$ cat config.mk
export PLATFORM = sky130hd
export DESIGN_NAME = instr_fetch_queue
export DESIGN_NICKNAME = d
export VERILOG_FILES = /design/src/rtl/instr_pkg.sv /design/src/rtl/instr_field_split.sv /design/src/rtl/instr_fetch_queue.sv
export SDC_FILE = /design/constraint.sdc
export NUM_CORES = 1
export LEC_CHECK = 0
export BUFFER_PORTS_ARGS = -buffer_cell sky130_fd_sc_hd__buf_2
export CORE_UTILIZATION = 25
export CTS_CLUSTER_SIZE = 28
export DETAILED_ROUTE_END_ITERATION = 10
export HOLD_SLACK_MARGIN = 0.02
export SLEW_MARGIN = 20
export SYNTH_ARGS = -nofsm -noshare
export SYNTH_HDL_FRONTEND = slang
export SYNTH_SLANG_ARGS = --single-unit
$ cat constraint.sdc
create_clock -name clk_in -period 7.7 [get_ports clk_in]
set_clock_uncertainty 0.05 [all_clocks]
set_input_delay 0.77 -clock clk_in [delete_from_list [all_inputs] [get_ports clk_in]]
set_output_delay 0.77 -clock clk_in [all_outputs]
set_load 0.05 [all_outputs]
$ cat src/rtl/instr_pkg.sv
// Shared instruction constants, RISC-V base opcodes and the immediate decoder.
// Latency: none, declarations and a pure function only.
// Backpressure: not applicable.
package instr_pkg;

  // Canonical NOP: addi x0, x0, 0
  localparam logic [31:0] NOP = 32'h0000_0013;

  localparam logic [6:0] OP_LOAD   = 7'h03;
  localparam logic [6:0] OP_IMM    = 7'h13;
  localparam logic [6:0] OP_STORE  = 7'h23;
  localparam logic [6:0] OP_BRANCH = 7'h63;
  localparam logic [6:0] OP_LUI    = 7'h37;
  localparam logic [6:0] OP_AUIPC  = 7'h17;
  localparam logic [6:0] OP_JAL    = 7'h6F;
  localparam logic [6:0] OP_JALR   = 7'h67;

  // Sign-extended immediate selected by the instruction format implied by the opcode
  function automatic logic [31:0] imm_decode(input logic [31:0] i);
    logic [31:0] imm;
    imm = '0;
    case (i[6:0])
      OP_LOAD, OP_IMM, OP_JALR: imm = {{20{i[31]}}, i[31:20]};
      OP_STORE:                 imm = {{20{i[31]}}, i[31:25], i[11:7]};
      OP_BRANCH:                imm = {{19{i[31]}}, i[31], i[7], i[30:25], i[11:8], 1'b0};
      OP_LUI, OP_AUIPC:         imm = {i[31:12], 12'b0};
      OP_JAL:                   imm = {{11{i[31]}}, i[31], i[19:12], i[20], i[30:21], 1'b0};
      default:                  imm = '0;
    endcase
    return imm;
  endfunction

endpackage

$ cat src/rtl/instr_field_split.sv
// Splits a 32-bit instruction into decode fields, substituting NOP when not valid (imm_out with IMM_GEN_EN).
// Latency: purely combinational.
// Backpressure: none; follows its inputs.
module instr_field_split
  import instr_pkg::*;
#(
  parameter logic [31:0] NOP_INSTR = NOP
) (
  input  logic [31:0] instr,
  input  logic        valid,
  output logic [6:0]  opcode_out,
  output logic [4:0]  rd_addr_out,
  output logic [2:0]  func3_out,
  output logic [4:0]  rs1_addr_out,
  output logic [4:0]  rs2_addr_out,
  output logic [6:0]  func7_out,
  output logic [24:0] instr_31_7_out
`ifdef IMM_GEN_EN
  ,
  output logic [31:0] imm_out
`endif
);

  logic [31:0] word;

  // An invalid head decodes as the canonical NOP so decode never sees stale bits
  always_comb begin
    word = valid ? instr : NOP_INSTR;
  end

  assign opcode_out     = word[6:0];
  assign rd_addr_out    = word[11:7];
  assign func3_out      = word[14:12];
  assign rs1_addr_out   = word[19:15];
  assign rs2_addr_out   = word[24:20];
  assign func7_out      = word[31:25];
  assign instr_31_7_out = word[31:7];

`ifdef IMM_GEN_EN
  assign imm_out = valid ? imm_decode(instr) : 32'h0;
`endif

endmodule

$ cat src/rtl/instr_fetch_queue.sv
// Fetch-to-decode instruction queue of DEPTH entries with head field split; IMM_GEN_EN adds imm_out.
// Latency: push at edge N is visible to decode in cycle N+1 (first-word fall-through).
// Backpressure: instr_ready_out drops when full, in reset or on flush; never depends on dec_ready_in.
module instr_fetch_queue
  import instr_pkg::*;
#(
  parameter int          DEPTH     = 4,
  parameter int          PC_W      = 32,
  parameter logic [31:0] NOP_INSTR = NOP,
  localparam int         IDX_W     = $clog2(DEPTH),
  localparam int         PTR_W     = IDX_W + 1
) (
  input  logic             clk_in,
  input  logic             rst_in,
  input  logic             flush_in,
  input  logic             instr_valid_in,
  input  logic [31:0]      instr_in,
  input  logic [PC_W-1:0]  pc_in,
  output logic             instr_ready_out,
  output logic             dec_valid_out,
  input  logic             dec_ready_in,
  output logic [6:0]       opcode_out,
  output logic [4:0]       rd_addr_out,
  output logic [2:0]       func3_out,
  output logic [4:0]       rs1_addr_out,
  output logic [4:0]       rs2_addr_out,
  output logic [6:0]       func7_out,
  output logic [24:0]      instr_31_7_out,
  output logic [PC_W-1:0]  pc_out,
  output logic [PTR_W-1:0] count_out
`ifdef IMM_GEN_EN
  ,
  output logic [31:0]      imm_out
`endif
);

  logic [31:0]     mem_instr [DEPTH];
  logic [PC_W-1:0] mem_pc    [DEPTH];

  // Pointers carry an extra wrap bit so full and empty are distinguishable
  logic [PTR_W-1:0] wr_ptr, rd_ptr;
  logic [IDX_W-1:0] wr_idx, rd_idx;
  logic             full, empty, push, pop;

  assign wr_idx = wr_ptr[IDX_W-1:0];
  assign rd_idx = rd_ptr[IDX_W-1:0];
  assign full   = (wr_idx == rd_idx) && (wr_ptr[IDX_W] != rd_ptr[IDX_W]);
  assign empty  = (wr_ptr == rd_ptr);

  assign instr_ready_out = !rst_in && !full && !flush_in;
  assign dec_valid_out   = !empty && !flush_in;
  assign push            = instr_valid_in && instr_ready_out;
  assign pop             = dec_valid_out && dec_ready_in;
  assign count_out       = wr_ptr - rd_ptr;

  // Pointer update: reset beats flush, flush discards any push/pop of the same cycle
  always_ff @(posedge clk_in) begin
    if (rst_in) begin
      wr_ptr <= '0;
      rd_ptr <= '0;
    end else if (flush_in) begin
      wr_ptr <= '0;
      rd_ptr <= '0;
    end else begin
      if (push) wr_ptr <= wr_ptr + 1'b1;
      if (pop)  rd_ptr <= rd_ptr + 1'b1;
    end
  end

  // Storage is not reset; push already excludes reset and flush cycles
  always_ff @(posedge clk_in) begin
    if (push) begin
      mem_instr[wr_idx] <= instr_in;
      mem_pc[wr_idx]    <= pc_in;
    end
  end

  assign pc_out = dec_valid_out ? mem_pc[rd_idx] : '0;

  instr_field_split #(
    .NOP_INSTR (NOP_INSTR)
  ) u_split (
    .instr          (mem_instr[rd_idx]),
    .valid          (dec_valid_out),
    .opcode_out     (opcode_out),
    .rd_addr_out    (rd_addr_out),
    .func3_out      (func3_out),
    .rs1_addr_out   (rs1_addr_out),
    .rs2_addr_out   (rs2_addr_out),
    .func7_out      (func7_out),
    .instr_31_7_out (instr_31_7_out)
`ifdef IMM_GEN_EN
    ,
    .imm_out        (imm_out)
`endif
  );

endmodule

# --- Yosys cells after proc, flatten, opt, wreduce, memory -nomap -nowiden ---
# Memory sizes are Yosys's and may differ from the RTL's. A register that Yosys moved wholly into a read port is not among the register bits.
# Cells that the tools add are included.
totals:
  register_bits: 6
  mem_bits_rw: 256
  input_bits: 69
  wordCells: 29
  n_memories: 2
op_classes:
  addsub: 3
  n_eq_ne: 3
  muxes: 8
  reduce_logical: 11
memory_table:
  columns: ["memory", "depth", "word_bits", "rd", "rd_clocked_by_memory_dff", "wr", "line", "source"]
  rows:
  - ["mem_instr", 4, 32, 1, 1, 1, "instr_fetch_queue.sv:37", "logic [31:0] mem_instr [DEPTH];"]
  - ["mem_pc", 4, 32, 1, 1, 1, "instr_fetch_queue.sv:38", "logic [PC_W-1:0] mem_pc [DEPTH];"]
op_table:
  columns: ["cell", "n"]
  rows:
  - ["two-way mux 32 bit", 2]
  - ["two-way mux 2 bit", 4]
  - ["adder 3 x 1 -> 3 bit, second input constant", 2]
  - ["logical AND 1 bit", 6]
  - ["zero test 1 bit", 4]
  - ["== test 3 bit", 1]
  - ["subtractor 3 bit", 1]
  - ["== test 2 bit", 1]
  - ["two-way mux 1 bit", 2]
  - ["OR reduction 2 bit", 1]
  - ["inequality test 1 bit", 1]

# --- Depth between registers and ports, before layout ---
depth:
  ltp_word: 8
  ltp_mapped: 8

# --- Hierarchy ---
# From an unflattened synthesis, not the netlist that was laid out.
unflattened:
  hier_cells: 485
  hier_area_um2: 10641.5
by_module_without_submodules:
  columns: ["module", "instances", "cells_each", "area_each_um2", "seq_area_each_um2"]
  rows:
  - ["instr_fetch_queue", 1, 425, 10238.6, 7847.5]
  - ["instr_field_split", 1, 60, 402.9, 0.0]

# --- Least setup slack after synthesis ---
# OpenSTA, ideal clock, no wires.
synth_timing:
  kind: "input to register"
  startpoint: "input flush_in"
  endpoint: "memory mem_instr[0][0], enable pin"
  t_arrival_ps: 2832
  required_time_ps: 7221
  path_slack_ps: 4389
  stages: 3
  cell_sequence: "nor2_2 o211a_1 and2_1"
synth_between:
  elab_chain_cells: 5
synth_lines:
  columns: ["element", "line", "source"]
  rows:
  - ["start: declaration", "instr_fetch_queue.sv:15", "input logic flush_in,"]
  - ["zero test 1 bit", "instr_fetch_queue.sv:50", "assign instr_ready_out = !rst_in && !full && !flush_in;"]
  - ["logical AND 1 bit", "instr_fetch_queue.sv:50", null]
  - ["logical AND 1 bit", "instr_fetch_queue.sv:52", "assign push = instr_valid_in && instr_ready_out;"]
  - ["two-way mux 1 bit", "instr_fetch_queue.sv:72", "if (push) begin"]
  - ["two-way mux 1 bit (implied by the code)", "instr_fetch_queue.sv:73", "mem_instr[wr_idx] <= instr_in;"]
  - ["end: declaration", "instr_fetch_queue.sv:37", null]
# Every way passes these cells.

==> flow_summary.yaml <==
power_and_ir_drop:
  peakVddDrop_uv: 177
  power-per-cell-area_nw_per_um2: 245
  cellLeakagePower_nw: 4.35
cells_and_area:
  areaGrowthSynthToFinish_pct: 20.2
  drive_above_1_share_pct: 37.9
  sequential_cell_area_sq_um: 7860
  final_common_cell: "edfxtp_1"
  num-fill-cells: 4007
  layout.cells.most_common_list: "edfxtp_1 (256), buf_2 (162), nor2b_1 (61), mux4_2 (34), mux4_1 (30)"
  finish.utilization_pct: 30.8
  multiInputGateArea_sq_um: 2300
  nets: 716
worst_setup_path:
  cp.required_ns: 6.88
  crit_path_end_kind: "output pin"
  timing.critical_path.from_type: "flop"
  worst-endpoint-arrival_ns: 3.11
  worst-setup-path-type: "flop to output pin"
  critical_path.max_fanout: 35
synthesis:
  ys_types: 27
  synth_top_cell_by_area: "edfxtp_1"
  synth_seq_cells: 264
  syn_inst: 486
  synth_top_cell_area_share_pct: 72.9
  synth_area_sq_um: 10500
  synth_top_cells_by_area: "edfxtp_1 (73%), mux4_1 (7.5%), mux4_2 (7.3%)"
  post_synth.cell_area_avg_sq_um: 21.7
  synth_seq_area_share_pct: 74.5
  synth.net_count: 563
  synth.yosys.warnings: 0
timing:
  achievable-frequency_ghz: 0.255
  relSlewSlack_pct: 31.6
  final-hold-violation-count: 0
  setup-tns-final_ns: 0
  timing.final.crit_share_pct: 51.0
  rsz0062_at_grt: "no"
  setup-violations-final: 0
  post-route-worst-setup-slack_ns: 3.77
  hold_slack_final_ns: 0.379
  post-route-min-period_ns: 3.93
  timing_max_transition_violations_final: 0
  slew_at_the_pin_with_the_worst_max_slew_slack_ns: 1.03
hold_path:
  min_path_type: "input pin to flop"
die:
  die-area_sq_um: 43000
  num_rows: 74
  width_of_the_die_um: 207
  chipHeight_um: 207
  floorplan.initialDensity_pct: 25.6
  floorplan.core_area_sq_um: 41200
  num_io_pins: 163
clock_network:
  tritoncts: "done"
  clk_transition_reported_paths_ns: 0.06
  clock-sinks: 264
  ctsLongestPathBuffers: 3
  post-cts-setup-buffer-count: 0
  tritoncts.num_buffers: 29
  post_cts_resized: 0
  clk_root_buffer_cell: "clkbuf_16"
  cts.hold.buffers_added: 0
  worstSkewPairLatency_ns: 0.55
  htreeDepth: 1
drt:
  dr.pass1.iters: 4
  wl_per_cell_um: 17.6
  antenna_left: 0
  first_iter_violations: 156
  drt-vias-per-instance: 4.19
  wl_um: 21000
  drc_errors: 0
  routed-via-count: 4993
global_route:
  grt_start_max_net_pins: 66
  grt_pass1_wl_um: 32300
  antenna_found_initial: 2
  grt_usage_pct: 9.85
  grt-ovfl-total: 0
  vias_in_the_first_global_route: 5371
status:
  outcome: "finished, final reports clean"
place:
  dpl.hpwl_um: 11800
  port-buffer-count: 162
  place_worst_setup_slack_ns: 4.23
  place.gp.congestion: 0.662
job:
  count_of_maximum_capacitance_violations: 0
cells by family (layout without fill, tap and decap cells):
logic type / count (synthesis) / after routing / share of synthesized area (%)
AOI/OAI and AO/OA: 6 / 6 / 0.439
DFF: 264 / 264 / 74.5
and+or+nand+nor: 80 / 80 / 4.56
other: 0 / 1 / 0
buffers and inverters: 55 / 228 / 3.87
xor gates and xnor gates: 2 / 2 / 0.238
adders and majority gates: 8 / 8 / 1.02
muxes: 71 / 71 / 15.4
routing by layer:
metal | part of all wire, % | vias up | global-route usage (%) | wire length, um
li1 | - | 2244 | - | -
met1 | 42 | 2550 | 12.0 | 8830
met2 | 49 | 162 | 16.9 | 10300
met3 | 7.1 | 33 | 3.13 | 1500
met4 | 1.8 | 4 | 2.26 | 383
met5 | 0.15 | - | 0 | 31
cell type report:
type / count / share of cell area (%)
diodes: 1 / 0.0197
clock buffers: 39 / 6.02
clock inverters: 12 / 1.39
inverters: 9 / 0.276
multi-input cells: 167 / 18.1
flip-flops and latches: 264 / 62.0
well taps: 532 / 5.25
repair buffers: 168 / 6.91
final timing paths:
path,startpoint,slack [ns],endpoint,cells after the start
worst min register to register,wr_ptr[2]$_SDFFE_PP0P_,0.46,wr_ptr[2]$_SDFFE_PP0P_,1
worst min-delay path,pc_in[18],0.38,mem_pc[2][18]$_DFFE_PP_,1
worst max register to register,wr_ptr[0]$_SDFFE_PP0P_,4.81,mem_instr[3][30]$_DFFE_PP_,6
worst max-delay path,flop,3.77,pc_out[10],4
synth_stat cells (all sizes together):
library cell and n:
a211oi 1, a21o 1, a21oi 1, and2 4, buf 45, clkbuf 1, dfxtp 8, edfxtp 256
fa 1, ha 7, inv 9, mux2i 7, mux4 64, nand2 8, nand2b 1, nor2 1
nor2b 61, o2111ai 1, o211a 1, o21a 1, or2 3, or3 2, xnor2 2
critical path: stages, from the launching register on:
cell and delay (ns):
dfxtp_4 0.74, buf_4 0.71, mux4_1 0.63, nor2b_1 0.15, buf_2 0.25
stage by stage:
step	total power [mW]	cell area, sq um	std cells
floorplan	1.73	10500	486
global placement	1.78	11700	1139
detailed placement	1.78	11700	1139
CTS	3.16	12600	1190
global route	3.22	12700	1191
finish	3.11	12700	1192
state kept, by name, indices dropped and copies added, names as in the netlist, named ones only:
register and cells:
mem_instr 128, mem_pc 128, rd_ptr 3, wr_ptr 3
report_power, final:
group	switching, mW	leakage, nW	total (mW)	internal (mW)
sequential	0.00461	2.38	1.60	1.59
combinational	0.106	1.52	0.151	0.0446
clock	0.532	0.458	1.36	0.828
total	0.642	4.35	3.11	2.46
Note: power is estimated with default switching activity, not from simulation.
